## src/rtl/mem_seq_controller.sv

```systemverilog
// Memory-stage sequencer: expands CALL/RET/RTI/interrupt entry into per-cycle stack micro-ops.
// Optional stack occupancy checking is enabled by defining MEM_SEQ_STACK_CHECK_EN.
//
// state       | meaning
// ------------+-----------------------------------------------------------
// S_IDLE      | accepting ops; single-cycle ops and every first micro-op issue here
// S_CALL_PCL  | CALL c1: push PC[15:0], done
// S_RET_PCU   | RET c1: pop PC[31:16]
// S_RET_JUMP  | RET c2: load PC from memory shift register, done
// S_RTI_PCU   | RTI c1: pop PC[31:16]
// S_RTI_FLAGS | RTI c2: pop flags, load PC, done
// S_INT_PCU   | INT c1: push PC[31:16]
// S_INT_PCL   | INT c2: push PC[15:0]
// S_INT_JUMP  | INT c3: force PC to 0, done

module mem_seq_controller #(
  parameter int STACK_DEPTH = 1024,
  parameter int CNT_W       = 11
) (
  input  logic       clk,
  input  logic       reset,
  input  logic       op_valid,
  input  logic [2:0] op_code,
  input  logic       irq,
  output logic       op_ready,
  output logic       stall,
  output logic       done,
  output logic       memory_read,
  output logic       memory_write,
  output logic       memory_push,
  output logic       memory_pop,
  output logic [1:0] memory_address_select,
  output logic [1:0] memory_write_src_select,
  output logic       pc_choose_memory,
  output logic       interrupt,
  output logic       flags_restore,
  output logic       stack_fault
);

  localparam logic [2:0] OPC_NOP   = 3'b000;
  localparam logic [2:0] OPC_PUSH  = 3'b001;
  localparam logic [2:0] OPC_POP   = 3'b010;
  localparam logic [2:0] OPC_LOAD  = 3'b011;
  localparam logic [2:0] OPC_STORE = 3'b100;
  localparam logic [2:0] OPC_CALL  = 3'b101;
  localparam logic [2:0] OPC_RET   = 3'b110;
  localparam logic [2:0] OPC_RTI   = 3'b111;

  localparam logic [1:0] ADDR_STD = 2'b00;
  localparam logic [1:0] ADDR_LDD = 2'b01;
  localparam logic [1:0] ADDR_SP  = 2'b10;

  localparam logic [1:0] SRC_FLAGS = 2'b00;
  localparam logic [1:0] SRC_PCU   = 2'b01;
  localparam logic [1:0] SRC_PCL   = 2'b10;
  localparam logic [1:0] SRC_REG   = 2'b11;

  if (CNT_W < $clog2(STACK_DEPTH + 1)) begin : g_cnt_w_check
    $error("mem_seq_controller: CNT_W cannot hold STACK_DEPTH");
  end

  typedef enum logic [3:0] {
    S_IDLE,
    S_CALL_PCL,
    S_RET_PCU,
    S_RET_JUMP,
    S_RTI_PCU,
    S_RTI_FLAGS,
    S_INT_PCU,
    S_INT_PCL,
    S_INT_JUMP
  } state_t;

  state_t     state;
  state_t     next_state;
  logic       irq_pending;
  logic       int_start;

  logic       rd_raw;
  logic       wr_raw;
  logic       push_raw;
  logic       pop_raw;
  logic [1:0] addr_raw;
  logic [1:0] src_raw;
  logic       suppress;

  always_ff @(posedge clk or negedge reset) begin
    if (!reset) begin
      state       <= S_IDLE;
      irq_pending <= 1'b0;
    end else begin
      state       <= next_state;
      irq_pending <= irq | (irq_pending & ~int_start);
    end
  end

  // Micro-op decode: IDLE is Mealy on op_valid/op_code, all other states are Moore.
  always_comb begin
    next_state       = state;
    int_start        = 1'b0;
    op_ready         = (state == S_IDLE) && !irq_pending;
    stall            = 1'b0;
    done             = 1'b0;
    rd_raw           = 1'b0;
    wr_raw           = 1'b0;
    push_raw         = 1'b0;
    pop_raw          = 1'b0;
    addr_raw         = ADDR_STD;
    src_raw          = SRC_FLAGS;
    pc_choose_memory = 1'b0;
    interrupt        = 1'b0;
    flags_restore    = 1'b0;

    if (reset) begin
      unique case (state)
        S_IDLE: begin
          if (irq_pending) begin
            int_start  = 1'b1;
            stall      = 1'b1;
            wr_raw     = 1'b1;
            push_raw   = 1'b1;
            addr_raw   = ADDR_SP;
            src_raw    = SRC_FLAGS;
            next_state = S_INT_PCU;
          end else if (op_valid) begin
            case (op_code)
              OPC_NOP: begin
                done = 1'b1;
              end
              OPC_PUSH: begin
                wr_raw   = 1'b1;
                push_raw = 1'b1;
                addr_raw = ADDR_SP;
                src_raw  = SRC_REG;
                done     = 1'b1;
              end
              OPC_POP: begin
                rd_raw   = 1'b1;
                pop_raw  = 1'b1;
                addr_raw = ADDR_SP;
                done     = 1'b1;
              end
              OPC_LOAD: begin
                rd_raw   = 1'b1;
                addr_raw = ADDR_LDD;
                done     = 1'b1;
              end
              OPC_STORE: begin
                wr_raw   = 1'b1;
                addr_raw = ADDR_STD;
                src_raw  = SRC_REG;
                done     = 1'b1;
              end
              OPC_CALL: begin
                wr_raw     = 1'b1;
                push_raw   = 1'b1;
                addr_raw   = ADDR_SP;
                src_raw    = SRC_PCU;
                stall      = 1'b1;
                next_state = S_CALL_PCL;
              end
              OPC_RET: begin
                rd_raw     = 1'b1;
                pop_raw    = 1'b1;
                addr_raw   = ADDR_SP;
                stall      = 1'b1;
                next_state = S_RET_PCU;
              end
              OPC_RTI: begin
                rd_raw     = 1'b1;
                pop_raw    = 1'b1;
                addr_raw   = ADDR_SP;
                stall      = 1'b1;
                next_state = S_RTI_PCU;
              end
              default: begin
                done = 1'b0;
              end
            endcase
          end
        end
        S_CALL_PCL: begin
          wr_raw     = 1'b1;
          push_raw   = 1'b1;
          addr_raw   = ADDR_SP;
          src_raw    = SRC_PCL;
          done       = 1'b1;
          next_state = S_IDLE;
        end
        S_RET_PCU: begin
          rd_raw     = 1'b1;
          pop_raw    = 1'b1;
          addr_raw   = ADDR_SP;
          stall      = 1'b1;
          next_state = S_RET_JUMP;
        end
        S_RET_JUMP: begin
          pc_choose_memory = 1'b1;
          done             = 1'b1;
          next_state       = S_IDLE;
        end
        S_RTI_PCU: begin
          rd_raw     = 1'b1;
          pop_raw    = 1'b1;
          addr_raw   = ADDR_SP;
          stall      = 1'b1;
          next_state = S_RTI_FLAGS;
        end
        S_RTI_FLAGS: begin
          rd_raw           = 1'b1;
          pop_raw          = 1'b1;
          addr_raw         = ADDR_SP;
          pc_choose_memory = 1'b1;
          flags_restore    = 1'b1;
          done             = 1'b1;
          next_state       = S_IDLE;
        end
        S_INT_PCU: begin
          wr_raw     = 1'b1;
          push_raw   = 1'b1;
          addr_raw   = ADDR_SP;
          src_raw    = SRC_PCU;
          stall      = 1'b1;
          next_state = S_INT_PCL;
        end
        S_INT_PCL: begin
          wr_raw     = 1'b1;
          push_raw   = 1'b1;
          addr_raw   = ADDR_SP;
          src_raw    = SRC_PCL;
          stall      = 1'b1;
          next_state = S_INT_JUMP;
        end
        S_INT_JUMP: begin
          interrupt  = 1'b1;
          done       = 1'b1;
          next_state = S_IDLE;
        end
        default: begin
          next_state = S_IDLE;
        end
      endcase
    end
  end

`ifdef MEM_SEQ_STACK_CHECK_EN
  logic [CNT_W-1:0] stack_cnt;
  logic             overflow;
  logic             underflow;
  logic             fault_q;

  assign overflow  = push_raw && (stack_cnt == CNT_W'(STACK_DEPTH));
  assign underflow = pop_raw && (stack_cnt == '0);
  assign suppress  = overflow | underflow;

  // Faulting micro-ops are dropped, so the count never leaves 0..STACK_DEPTH.
  always_ff @(posedge clk or negedge reset) begin
    if (!reset) begin
      stack_cnt <= '0;
      fault_q   <= 1'b0;
    end else begin
      if (push_raw && !overflow) begin
        stack_cnt <= stack_cnt + CNT_W'(1);
      end else if (pop_raw && !underflow) begin
        stack_cnt <= stack_cnt - CNT_W'(1);
      end
      if (suppress) begin
        fault_q <= 1'b1;
      end
    end
  end

  assign stack_fault = fault_q | suppress;
`else
  assign suppress    = 1'b0;
  assign stack_fault = 1'b0;
`endif

  assign memory_read  = rd_raw & ~suppress;
  assign memory_write = wr_raw & ~suppress;
  assign memory_push  = push_raw & ~suppress;
  assign memory_pop   = pop_raw & ~suppress;

  assign memory_address_select   = (memory_read | memory_write) ? addr_raw : 2'b00;
  assign memory_write_src_select = memory_write ? src_raw : 2'b00;

endmodule

```

## config.mk

```make
export PLATFORM = sky130hd
export DESIGN_NAME = mem_seq_controller
export DESIGN_NICKNAME = d
export VERILOG_FILES = /design/src/rtl/mem_seq_controller.sv
export SDC_FILE = /design/constraint.sdc
export NUM_CORES = 1
export LEC_CHECK = 0
export BUFFER_PORTS_ARGS = -buffer_cell sky130_fd_sc_hd__buf_2
export CAP_MARGIN = 20
export CORE_MARGIN = 3
export CORE_UTILIZATION = 47
export DETAILED_ROUTE_END_ITERATION = 6
export GPL_TIMING_DRIVEN = 0
export HOLD_SLACK_MARGIN = 0.06
export PLACE_DENSITY = 0.8
export SYNTH_ARGS = -nofsm -noshare
export SYNTH_HDL_FRONTEND = slang
export SYNTH_SLANG_ARGS = --single-unit
```

## constraint.sdc

```tcl
create_clock -name clk -period 2.7 [get_ports clk]
set_input_delay 0.54 -clock clk [delete_from_list [all_inputs] [get_ports clk]]
set_output_delay 0.54 -clock clk [all_outputs]
set_load 0.02 [all_outputs]
```

### After elaboration in Yosys (flattened, before gate mapping)

Cells that the tools add are included.

| word-level totals | value |
|---|---|
| register bits | 5 |
| logic and storage cells | 98 |

| cells by class | value |
|---|---|
| equal/unequal tests | 17 |
| muxes and demuxes | 55 |
| bitwise operators | 4 |
| reductions and logical operators | 20 |

Operators by type and width:

| cell | count |
|---|---|
| two-way mux 1 bit | 33 |
| case mux 4 bit (5 select lines) | 1 |
| equality test 4 x 3 -> 1 bit (second input constant) | 4 |
| two-way mux 2 bit | 8 |
| OR reduction 3 bit | 5 |
| equality test 3 bit (second input constant) | 4 |
| case mux 1 bit (2 select lines) | 6 |
| case mux 2 bit (2 select lines) | 3 |
| case mux 4 bit (3 select lines) | 1 |
| OR reduction 4 bit | 3 |
| OR reduction 5 bit | 2 |
| equality test 4 x 2 -> 1 bit (second input constant) | 2 |
| two-way mux 4 bit | 2 |
| OR reduction 2 bit | 4 |
| equality test 3 x 2 -> 1 bit (second input constant) | 2 |
| case mux 2 bit (3 select lines) | 1 |
| OR reduction 6 bit | 1 |
| != test 5 x 2 -> 1 bit (second input constant) | 1 |
| equality test 4 x 1 -> 1 bit (second input constant) | 1 |
| equality test 4 bit (second input constant) | 1 |
| zero test 4 bit | 1 |
| equality test 3 x 1 -> 1 bit (second input constant) | 1 |
| zero test 3 bit | 1 |
| != test 3 bit (second input constant) | 1 |
| other kinds (6) | 7 |

### Longest topological paths before layout

| depth | value |
|---|---|
| word-level depth | 9 |
| mapped depth | 4 |

### Worst setup path after synthesis

OpenSTA, ideal clock, no wires.

| timing | value |
|---|---|
| path kind | reg2out |
| from | reg irq_pending |
| to | out memory_pop |
| data arrival time | 1897 ps |
| data required time | 2160 ps |
| path slack | 263 ps |
| stages on the path, launching flop included | 5 |
| path buffers | 1 |
| path through | dfrtp_1 buf_6 or4_4 or4_1 a21oi_1 |

| on the way | value |
|---|---|
| cells in the longest elaborated chain, start to end | 3 |

RTL lines:

| what | RTL line | text |
|---|---|---|
| start: declaration | 76 | `logic irq_pending;` |
| start signal: assignment | 93 | `irq_pending <= irq \| (irq_pending & ~int_start);` |
| two-way mux 1 bit | 117 | `if (irq_pending) begin` |
| case mux 1 bit (2 select lines) | 115 | `unique case (state)` |
| two-way mux 1 bit | 114 | `if (reset) begin` |
| end: declaration | 31 | `output logic memory_pop,` |

No other way between the ends.

### Worst setup path after layout

| timing | value |
|---|---|
| from | reg state[0] |
| to | out memory_pop |

| on the way | value |
|---|---|
| cells in the longest elaborated chain, start to end | 4 |
| elaborated cells on any way between the ends | 7 |
| classes of those cells | 3 x eq/ne; 2 x mux; 2 x reduce/logical |

RTL lines:

| what | RTL line | text |
|---|---|---|
| start: declaration | 74 | `state_t state;` |
| start signal: assignment | 92 | `state <= next_state;` |
| equality test 4 x 3 -> 1 bit / equality test 4 x 2 -> 1 bit (equally long branches) | 115 |  |
| OR reduction 3 bit (no line) | - |  |
| case mux 1 bit (2 select lines) * | 115 |  |
| two-way mux 1 bit * | 114 |  |

Mark *: on every way between the ends. The rest lies on a longest branch, timed or not.

==> run metrics <==
outcome=finished, final reports clean; worst path cell trace=or4_4 > or4_4 > a21oi_2 > buf_4; leakage=0.322 nW; most frequently used cell type in the post-synthesis netlist=a21oi_1; sum of net half-perimeters after detailed placement=1110 um; share of synthesized area occupied by flip-flops and latches=20.4%; path category of the worst min-delay check=in -> async; synthesized instance count=80; insertion delay to the later sink of the worst-skew pair=240 ps; data arrival time of the worst path=2090 ps; most used flip-flop cell after synthesis=dfrtp_1; number of antenna violations at the first check in global routing=0; Commonest cells post-synth=7 x a21oi_1, 6 x nand2_1, 5 x dfrtp_1; largest area contributor in the synthesized netlist=dfrtp_1; CTS Sinks=5; area of the mapped netlist=614 um2; unrepaired setup endpoints after global routing=no; pin count of the biggest net entering global routing=16; critical path startpoint category=flip-flop; via count of the first global-routing pass=560; net total in the final layout=109; endpoint required time on the critical path=2160 ps; Final min period=2630 ps; clock slew at the register clock pins of the worst setup and hold paths=40 ps; pin slew with the least headroom to its limit=524 ps; CTS Root Buffer Type=clkbuf_4; Initial DRT Pass Iterations=5; number of inserted diodes=0; die outline width=42.2 um; number of buffers between clock root and the deepest sink=2; overall track demand over capacity in global routing=16.9%; Antenna Nets Post-Route=0; number of enable flip-flop cells after synthesis=0; count of max-cap constraint violations=0; initial standard-cell utilization of the core=52.5%; total congestion overflow after global routing=0; initial detailed-routing violation count=11; setup total negative slack=0 ps; Unique masters post-synth=43; Port Buffers=17; total setup violations reported at the end of the flow=0; # DRC=0; Via-to-Cell Ratio=6.05; post-synth net total=87; CTS tree=built; area fraction in and, or, nand and nor cells after synthesis=34.4%; XOR/XNOR Fraction of Synth Area=2.85%; Std-Cell Core Area=1170 um2; die outline height=42.2 um; final weighted congestion of routability-driven global placement=0.891; start point of the critical path=state[0]; library cell appearing most often on the critical path=or4_4; CP Capture Type=output pin; FFs w/ async S/R, synth=100%; power density over the cells=944 nW/um2; worst flop-to-flop path startpoint=state[0]; Ports=22; floorplan row count=12; synthesis-to-layout area growth=22.6%; layout cells sized above 1=31.7%; cell at the slowest stage of the critical path=or4_4; biggest fanout along the worst timing path=8; cts hold-fix bufs=0; mean routed wirelength per cell=13.5 um; achievable frequency=0.380 GHz; mean instance size in the synthesized netlist=7.68 um2; Hold Fails Final Rpt=0; Buf/Inv on CP=1; number of buffers added by the clock tree synthesis step=3; total via count after detailed routing=696; worst relative slew slack=64.7%; final number of max-transition violations=0; Synth Area in Compound Gates=29.9%; multiplexer fraction of the synthesized cell area=0%; top cell family by delay on the critical path=simple AND/OR/NAND/NOR gates; share of the synthesized area in the top cell type=20.4%; maximum clock skew at final layout=2.05 ps; number of levels the H-tree was split into=1; cell types with the largest area share after synthesis=dfrtp_1 20%, buf_6 7.3%, a21oi_1 5.7%; Worst path max stage delay=580 ps; adder and majority cell fraction of the synthesized area=0%; die footprint=1780 um2; share of the core filled with cells in the final layout=64.3%; Worst IR Drop VDD=605 uV; first-pass GRT wire length=2430 um; synthesized flop and latch total=5; Detailed Route WL=1550 um; Synth warnings=0; combinational family with the most area after synthesis=simple AND/OR/NAND/NOR gates; crit share post-route=97.4%; Worst Path Class, Setup=reg -> out; number of post-CTS setup repair buffers=0
worst paths after layout:
check / endpoint / slack (ps) / cells past startpoint
setup / recovery: memory_pop / 70 / 4
setup reg to reg: state[1] / 1380 / 3
min in group clk: irq_pending / 490 / 2
hold / removal: irq_pending / 170 / 1
max in group asynchronous: state[2] / 2330 / 1
hold reg to reg: irq_pending / 630 / 3
through the flow:
step	power (mW)	cells	area [um2]	setup WS [ps]	hold WS, ps
after floorplan	0.488	80	614	263	244
after global placement	0.600	111	717	303	411
final	0.711	115	753	70.6	168
after CTS	0.701	115	743	21.8	158
after global routing	0.768	115	753	2.11	164
after detailed placement	0.613	111	717	283	416
sequential cells by signal, summed over array words and instances, names as in the netlist:
signal and count:
state 4, irq_pending 1
cells in the final DEF, fill, tap and decap left out, drive strengths merged, types with 2 or more instances in the layout:
cell type  Yosys  final
buf            6     23
a21oi          7      7
clkbuf         3      7
nand2          6      6
dfrtp          5      5
o21ai          4      4
nor2           4      4
nand2b         4      4
nand3          3      3
nor2b          2      2
a211oi         2      2
or3            2      2
or4            2      2
o41ai          2      2
nand4          2      2
nor3b          2      2
nor4b          2      2
and3b          2      2
routing by layer:
metal  global-route usage, %  wire length (um)  vias up
met2                    27.5               735       37
met4                    3.11                 4        0
met3                    5.15               118        4
li1                        -                 -      341
met5                       0                 0        -
met1                    22.2               696      314
cells by family (layout without fill, tap and decap cells):
group,count (synthesis),in the layout
AOI/OAI and AO/OA,27,27
xor gates and xnor gates,2,2
buffers and inverters,10,31
DFF,5,5
other,1,1
and+or+nand+nor,35,35
where the power goes:
group	switching [mW]	leakage (nW)	internal (mW)
clock	0.0281	0.0150	0.0557
sequential	0.0360	0.0589	0.105
combinational	0.308	0.248	0.177
cell type report:
type                    count  area (um2)
clock buffers               4        26.3
plain buffers               9        68.8
multi-input cells          65         424
fillers                   108         418
inverters                   1        3.75
well taps                  14        17.5
repair buffers             17        87.6
flip-flops and latches      5         125
timing repair:
item,CTS,global route
endpoints found under the setup margin,0,1
gates resized for setup,0,3
endpoints found under the hold margin,0,0
No activity file was read; power rests on OpenSTA's default activity.
